File: config.mk
export PLATFORM = sky130hd
export DESIGN_NAME = if_stage
export DESIGN_NICKNAME = d
export VERILOG_FILES = /design/src/rtl/if_stage.sv
export SDC_FILE = /design/constraint.sdc
export NUM_CORES = 1
export LEC_CHECK = 0
export CAP_MARGIN = 20
export CORE_ASPECT_RATIO = 0.5
export CORE_MARGIN = 2
export CORE_UTILIZATION = 30
export DETAILED_ROUTE_END_ITERATION = 12
export PLACE_DENSITY = 0.54
export SETUP_SLACK_MARGIN = 0.2
export SLEW_MARGIN = 15
export SYNTH_ARGS = -nofsm -noshare
export SYNTH_HDL_FRONTEND = slang
export SYNTH_SLANG_ARGS = --single-unit
File: constraint.sdc
create_clock -name clock -period 9.5 [get_ports clock]
set_input_delay 1.425 -clock clock [delete_from_list [all_inputs] [get_ports clock]]
set_output_delay 1.425 -clock clock [all_outputs]
set_load 0.05 [all_outputs]
File: src/rtl/if_stage.sv
// Instruction fetch stage: a single-outstanding request engine feeding decode
// through an output register and a one-entry skid buffer, with redirect on flush.
module if_stage #(
  parameter logic [31:0] RESET_PC = 32'h0000_0000
) (
  input  logic        clock,
  input  logic        reset,
  input  logic        stall_ip,
  input  logic        flush_en,
  input  logic [31:0] branch_target_ip,
  output logic        imem_req_op,
  output logic [31:0] imem_addr_op,
  input  logic        imem_gnt_ip,
  input  logic        imem_rvalid_ip,
  input  logic [31:0] imem_rdata_ip,
  output logic        instr_data_valid_op,
  output logic [31:0] instr_data_op,
  output logic [31:0] pc_op,
  output logic [31:0] pc4_op
);

  typedef enum logic [1:0] {IDLE, REQ, WAIT} state_t;

  state_t      r_state;
  logic [31:0] r_fetchPc;
  logic [31:0] r_addr;
  logic        r_req;
  logic        r_discard;

  logic        r_valid;
  logic [31:0] r_instr;
  logic [31:0] r_pc;
  logic [31:0] r_pc4;
  logic        r_bufValid;
  logic [31:0] r_bufInstr;
  logic [31:0] r_bufPc;

  logic [31:0] w_target;
  logic [31:0] w_nextPc;
  logic        w_load;
  logic        w_resp;
  logic        w_bufFullNext;

  assign w_target = branch_target_ip & 32'hFFFF_FFFC;
  assign w_nextPc = r_fetchPc + 32'd4;
  assign w_load   = !r_valid || !stall_ip;
  // A response is kept only if it belongs to the current fetch stream.
  assign w_resp   = (r_state == WAIT) && imem_rvalid_ip && !r_discard && !flush_en;
  assign w_bufFullNext = w_load ? (r_bufValid && w_resp) : (r_bufValid || w_resp);

  always_ff @(posedge clock or posedge reset) begin
    if (reset) begin
      r_state   <= IDLE;
      r_fetchPc <= RESET_PC;
      r_addr    <= 32'd0;
      r_req     <= 1'b0;
      r_discard <= 1'b0;
    end else begin
      case (r_state)
        IDLE: begin
          if (flush_en) begin
            r_fetchPc <= w_target;
            r_addr    <= w_target;
            r_req     <= 1'b1;
            r_discard <= 1'b0;
            r_state   <= REQ;
          end else if (!r_bufValid) begin
            r_addr  <= r_fetchPc;
            r_req   <= 1'b1;
            r_state <= REQ;
          end
        end
        REQ: begin
          // The pending request still completes with its old address; its data is dropped.
          if (flush_en) begin
            r_fetchPc <= w_target;
            r_discard <= 1'b1;
          end
          if (imem_gnt_ip) begin
            r_req   <= 1'b0;
            r_state <= WAIT;
          end
        end
        WAIT: begin
          if (imem_rvalid_ip) begin
            if (flush_en) begin
              r_fetchPc <= w_target;
              r_addr    <= w_target;
              r_discard <= 1'b0;
              r_req     <= 1'b1;
              r_state   <= REQ;
            end else if (r_discard) begin
              r_discard <= 1'b0;
              r_addr    <= r_fetchPc;
              r_req     <= 1'b1;
              r_state   <= REQ;
            end else begin
              r_fetchPc <= w_nextPc;
              if (w_bufFullNext) begin
                r_req   <= 1'b0;
                r_state <= IDLE;
              end else begin
                r_addr  <= w_nextPc;
                r_req   <= 1'b1;
                r_state <= REQ;
              end
            end
          end else if (flush_en) begin
            r_fetchPc <= w_target;
            r_discard <= 1'b1;
          end
        end
        default: begin
          r_req   <= 1'b0;
          r_state <= IDLE;
        end
      endcase
    end
  end

  // The skid buffer always drains ahead of a newly arriving response to keep order.
  always_ff @(posedge clock or posedge reset) begin
    if (reset) begin
      r_valid    <= 1'b0;
      r_instr    <= 32'd0;
      r_pc       <= 32'd0;
      r_pc4      <= 32'd0;
      r_bufValid <= 1'b0;
      r_bufInstr <= 32'd0;
      r_bufPc    <= 32'd0;
    end else if (flush_en) begin
      r_valid    <= 1'b0;
      r_bufValid <= 1'b0;
    end else if (w_load) begin
      if (r_bufValid) begin
        r_valid    <= 1'b1;
        r_instr    <= r_bufInstr;
        r_pc       <= r_bufPc;
        r_pc4      <= r_bufPc + 32'd4;
        r_bufValid <= w_resp;
        if (w_resp) begin
          r_bufInstr <= imem_rdata_ip;
          r_bufPc    <= r_addr;
        end
      end else if (w_resp) begin
        r_valid <= 1'b1;
        r_instr <= imem_rdata_ip;
        r_pc    <= r_addr;
        r_pc4   <= r_addr + 32'd4;
      end else begin
        r_valid <= 1'b0;
      end
    end else if (w_resp) begin
      r_bufValid <= 1'b1;
      r_bufInstr <= imem_rdata_ip;
      r_bufPc    <= r_addr;
    end
  end

  assign imem_req_op         = r_req;
  assign imem_addr_op        = r_addr;
  assign instr_data_valid_op = r_valid;
  assign instr_data_op       = r_instr;
  assign pc_op               = r_pc;
  assign pc4_op              = r_pc4;

endmodule
=== Yosys cells after proc, flatten, opt, wreduce, memory -nomap -nowiden ===
Cells that the tools add are included.

* Reductions and logical operators: 24
* Muxes and demuxes: 53
* Add/sub/neg operators: 3
* Bitwise gates (word level): 1
* Equality and inequality tests: 9

{| class="wikitable"
|+ Operators with widths
! operator !! count
|-
| $mux W32 || 22
|-
| $pmux W32 S2 || 2
|-
| $add A32 B3 Y32 const B || 3
|-
| $mux W1 || 22
|-
| $mux W2 || 4
|-
| $ne A2 B2 Y1 const B || 4
|-
| $ne A4 B4 Y1 const B || 2
|-
| $reduce_bool A2 Y1 || 4
|-
| $pmux W1 S3 || 2
|-
| $pmux W2 S3 || 1
|-
| $reduce_and A2 Y1 || 3
|-
| $reduce_and A3 Y1 || 2
|-
| $reduce_bool A3 Y1 || 2
|-
| $logic_and A1 B1 Y1 || 4
|-
| $logic_not A1 Y1 || 4
|-
| $reduce_and A4 Y1 || 1
|-
| $ne A3 B3 Y1 const B || 1
|-
| $eq A2 B1 Y1 const B || 1
|-
| $eq A2 B2 Y1 const B || 1
|-
| $logic_not A2 Y1 || 1
|-
| $logic_or A1 B1 Y1 || 2
|-
| $reduce_or A2 Y1 || 1
|-
| $not A1 Y1 || 1
|}

* Output and inout port bits: 130
* Logic and storage cells: 102
* Input bits: 70
* Register bits: 230

=== Longest topological paths before layout ===
* Depth after elaboration: 11
* Gate-level depth with buffers: 12
* Gate-level depth less buffers: 7

=== Worst setup path after synthesis ===
OpenSTA, ideal clock, no wires.

* Kind: input to register
* Start point: in flush_en
* End point: reg r_bufPc[9]
* Setup slack: 6,676 ps
* Arrival: 2,699 ps
* Library setup time: 125 ps
* Required time: 9,375 ps
* Buffers on the path: 2
* Stages on the path: 6
* Cells stage by stage: nor2b_1 > buf_2 > nand2_1 > nor3_2 > buf_2 > mux2_2

* Word-level cells in the longest chain between the ends: 5
* Elaborated cells on any way between the ends: 7

{| class="wikitable"
|+ Ends and longest elaborated chain
! element !! RTL line !! RTL
|-
| start: declaration || 9 || <nowiki>input logic flush_en,</nowiki>
|-
| $logic_not A1 Y1 || 48 || <nowiki>assign w_resp = (r_state == WAIT) && imem_rvalid_ip && !r_discard && !flush_en;</nowiki>
|-
| $logic_and A1 B1 Y1 || 48 ||
|-
| $mux W32 (3 in a row) || n/a ||
|-
| end signal: assignment || 143 || <nowiki>r_bufPc <= r_addr;</nowiki>
|-
| end signal: assignment || 156 || <nowiki>r_bufPc <= r_addr;</nowiki>
|-
| end: declaration || 36 || <nowiki>logic [31:0] r_bufPc;</nowiki>
|}

Several ways; a longest one is shown, not always the timed one. The select of a mux whose other input is x is not followed.
A chain may end at the register's enable or synchronous reset.

=== Final worst setup path ===
* Start point: in flush_en
* End point: reg r_bufInstr[3]

* Word-level cells in the longest chain between the ends: 5
* Elaborated cells on any way between the ends: 7

{| class="wikitable"
|+ Ends and longest elaborated chain
! element !! RTL line !! RTL
|-
| $logic_not A1 Y1 || 48 ||
|-
| $logic_and A1 B1 Y1 || 48 ||
|-
| $mux W32 (3 in a row) || n/a ||
|-
| end signal: assignment || 142 || <nowiki>r_bufInstr <= imem_rdata_ip;</nowiki>
|-
| end signal: assignment || 155 || <nowiki>r_bufInstr <= imem_rdata_ip;</nowiki>
|-
| end: declaration || 35 || <nowiki>logic [31:0] r_bufInstr;</nowiki>
|}

Several ways; a longest one is shown, not always the timed one. The select of a mux whose other input is x is not followed.

==> metrics.csv <==
metric,value,unit
Final ANT Viol Nets,0,
Crit. End Element,register,
Routability Congestion,0.889,
leading area contributor after synthesis,dfrtp_1,
fin nets,1426,
"Reg clk slew, reported paths",0.06,ns
area added between synthesis and finish,26.5,%
Num CTS Buffers,25,
Util after Layout,0.387,
Peak Freq,0.243,GHz
total grt overflow,0,
Commonest cells post-synth,"228 x dfrtp_1, 162 x nand2_1, 117 x o21ai_0, 72 x mux2_2, 69 x mux2i_1",
core area,39200,um2
VDD IR max,130,uV
CP most frequent cell,buf_4,
Synth Register Bits,228,
routed wl met3,1.60,mm
top-area cell type share of the netlist area,0.475,
Clock Skew,0.0289,ns
Mapped Nets,1289,
XOR/XNOR Fraction of Synth Area,0.0255,
initial antenna violation count,1,
post-CTS setup buffer count,0,
FF-to-FF setup slack,5.48,ns
Final Setup Violations,0,
final hold vios,0,
fillcell total,3850,
final worst path period share,0.433,
kind of critical path,in -> reg,
CP max FO,64,
Worst Hold Class,reg -> reg,
Critical Path Max Stage Delay,0.72,ns
crit path cell chain,buf_2 > buf_4 > nor2b_1 > nand2_1 > nor3_4 > buf_4 > mux2_2,
PwrDens,333,nW/um2
"count leader, synth",dfrtp_1,
status,finished clean,
Die Height,145,um
largest family of logic cells by synthesized area,simple AND/OR/NAND/NOR gates,
yosys synthesis warning count,0,
leakage,6.23,nW
Cells after Synth,1212,
Synth area leaders,"dfrtp_1 48%, mux2_2 6.8%, mux2i_1 5.8%",
Vias/cell,5.16,
DP HPWL,25.3,mm
worst slew pin tran,1.10,ns
number of flops mapped to enable cells by yosys,0,
post-DR wirelength/cell,19.0,um
Global Route Usage Sum,0.171,
area post-placement,14300,um2
IO Count,200,
Max Cap Viol,0,
mux contribution to synthesized area,0.125,
relative slew slack,0.268,
first-pass GRT wire length,57.0,mm
DRT Pass-1 Iters,5,
die area,41700,um2
CP Buf/Inv Count,3,
RSZ-0062 raised after global routing,false,
Die X,287,um
Std-Cell Rows,51,
final instance area,15200,um2
slowest CP cell,buf_4,
cell family with most CP delay,simple AND/OR/NAND/NOR gates,
Vias,9802,
starting density of the core,0.306,
Worst Path Required,9.91,ns
CTS tree,built,
"Seq/Total Area, Yosys",0.475,
Port-buffer cells,197,
DRT met1 WL,15.7,mm
Post-Synth Simple-Gate Area,0.171,
DR iter-0 viols,702,
arrival time worst endpoint,4.52,ns
largest net degree at the start of global routing,101,
post-synth cell types,75,
CTS Root Cell,clkbuf_16,
synthesized area per cell,9.90,um2
Sink Count,228,
Worst-Skew Late Latency,0.55,ns
Post-synth ARST share,1.00,
fraction of layout cells with a size suffix above 1,0.115,
area of the multi-input gates,5800,um2
total negative slack,0,ns
DRC errors left,0,
DR top layer,met4,
CTS Hold Bufs,0,
number of H-tree levels,1,
FF/Latch Area,5710,um2
CTS max path bufs,3,
post-CTS sizing,0,
adder-cell share of the synthesized area,0.00730,
met2 wire len,17.7,mm
critical path launch point type,input pin,
synthesized cell area,12000,um2
vias in the first global route,9613,
Post-synth top flop,dfrtp_1,
Synth Area in Compound Gates,0.153,
final WL,36.0,mm
"Min Clock Period, post-route",4.12,ns
Slew Limit Fails,0,
## tightest hold or removal path, cell delays in order (launching register included)
cell and delay [ns]:
dfrtp_1 0.34, nand2_1 0.04, o21ai_0 0.06
## per-layer routing
| layer | track usage | vias up |
|---|---|---|
| met3 | 0.0268 | 55 |
| met5 | 0 | - |
| li1 | - | 4661 |
| met1 | 0.226 | 4833 |
| met4 | 0.0466 | 0 |
| met2 | 0.290 | 253 |
## state kept, by name, indices dropped and copies added (netlist names)
name,flops
imem_addr_op,32
instr_data_op,32
pc_op,32
r_bufInstr,32
r_bufPc,32
r_fetchPc,32
pc4_op,30
r_state,2
imem_req_op,1
instr_data_valid_op,1
r_bufValid,1
r_discard,1
## path summary, 6_finish.rpt
path / start / endpoint / cells past startpoint
max: flush_en / r_bufInstr[3]$_DFFE_PP0P_ / 7
min: pc4_op[11]$_DFFE_PP0P_ / pc4_op[11]$_DFFE_PP0P_ / 2
max reg2reg: r_state[0]$_DFFE_PP0P_ / r_bufInstr[3]$_DFFE_PP0P_ / 7
min reg2reg: pc4_op[11]$_DFFE_PP0P_ / pc4_op[11]$_DFFE_PP0P_ / 2
max in group asynchronous: reset / r_bufInstr[24]$_DFFE_PP0P_ / 3
min in group asynchronous: reset / r_bufInstr[19]$_DFFE_PP0P_ / 2
## cell families after synthesis
| logic type | count (synthesis) |
|---|---|
| xor gates and xnor gates | 35 |
| adders and majority gates | 7 |
| and+or+nand+nor | 401 |
| AOI/OAI and AO/OA | 288 |
| buffers and inverters | 112 |
| muxes | 141 |
| DFF | 228 |
## where the power goes
| part | switching [W] | leakage, nW | internal [W] |
|---|---|---|---|
| Combinational | 0.00160 | 2.87 | 0.000781 |
| Clock | 0.000418 | 0.449 | 0.000649 |
| Sequential | 0.000333 | 2.91 | 0.00128 |
| Total | 0.00235 | 6.23 | 0.00271 |
## cell type report
| type | instances | share of cell area |
|---|---|---|
| inverters | 13 | 0.00371 |
| repair buffers | 209 | 0.135 |
| clock inverters | 11 | 0.0109 |
| diodes | 1 | 0.000165 |
| flip-flops and latches | 228 | 0.376 |
| well taps | 530 | 0.0437 |
| multi-input cells | 872 | 0.382 |
| clock buffers | 35 | 0.0483 |
## through the flow
step / setup slack [ns] / power (W) / hold slack, ns / cells
after floorplan: 1.83 / 0.00315 / 0.453 / 1212
after global placement: 4.91 / 0.00398 / 0.460 / 1852
after detailed placement: 4.85 / 0.00402 / 0.469 / 1852
after CTS: 5.41 / 0.00510 / 0.483 / 1898
after global routing: 5.24 / 0.00533 / 0.496 / 1899
final: 5.38 / 0.00506 / 0.475 / 1899
## placed cells by master (no fill, tap or decap), types with 6 or more instances in the layout
cell type	instances
dfrtp_1	227
clkdlybuf4s50_1	196
nand2_1	162
o21ai_0	117
mux2_2	72
mux2i_1	69
nor2_1	56
a21oi_1	47
nand3_1	45
clkbuf_16	25
nand4_1	21
xnor2_1	21
nor4_1	20
o31ai_1	18
nor3_1	17
xor2_1	14
a31oi_1	13
inv_1	12
and3_1	12
buf_4	12
o22a_1	11
nand2b_1	10
o21a_1	9
o31a_1	9
and2_1	7
a21o_1	7
ha_1	7
clkbuf_8	7
or3_1	6
Note: power is estimated with default switching activity, not from simulation.
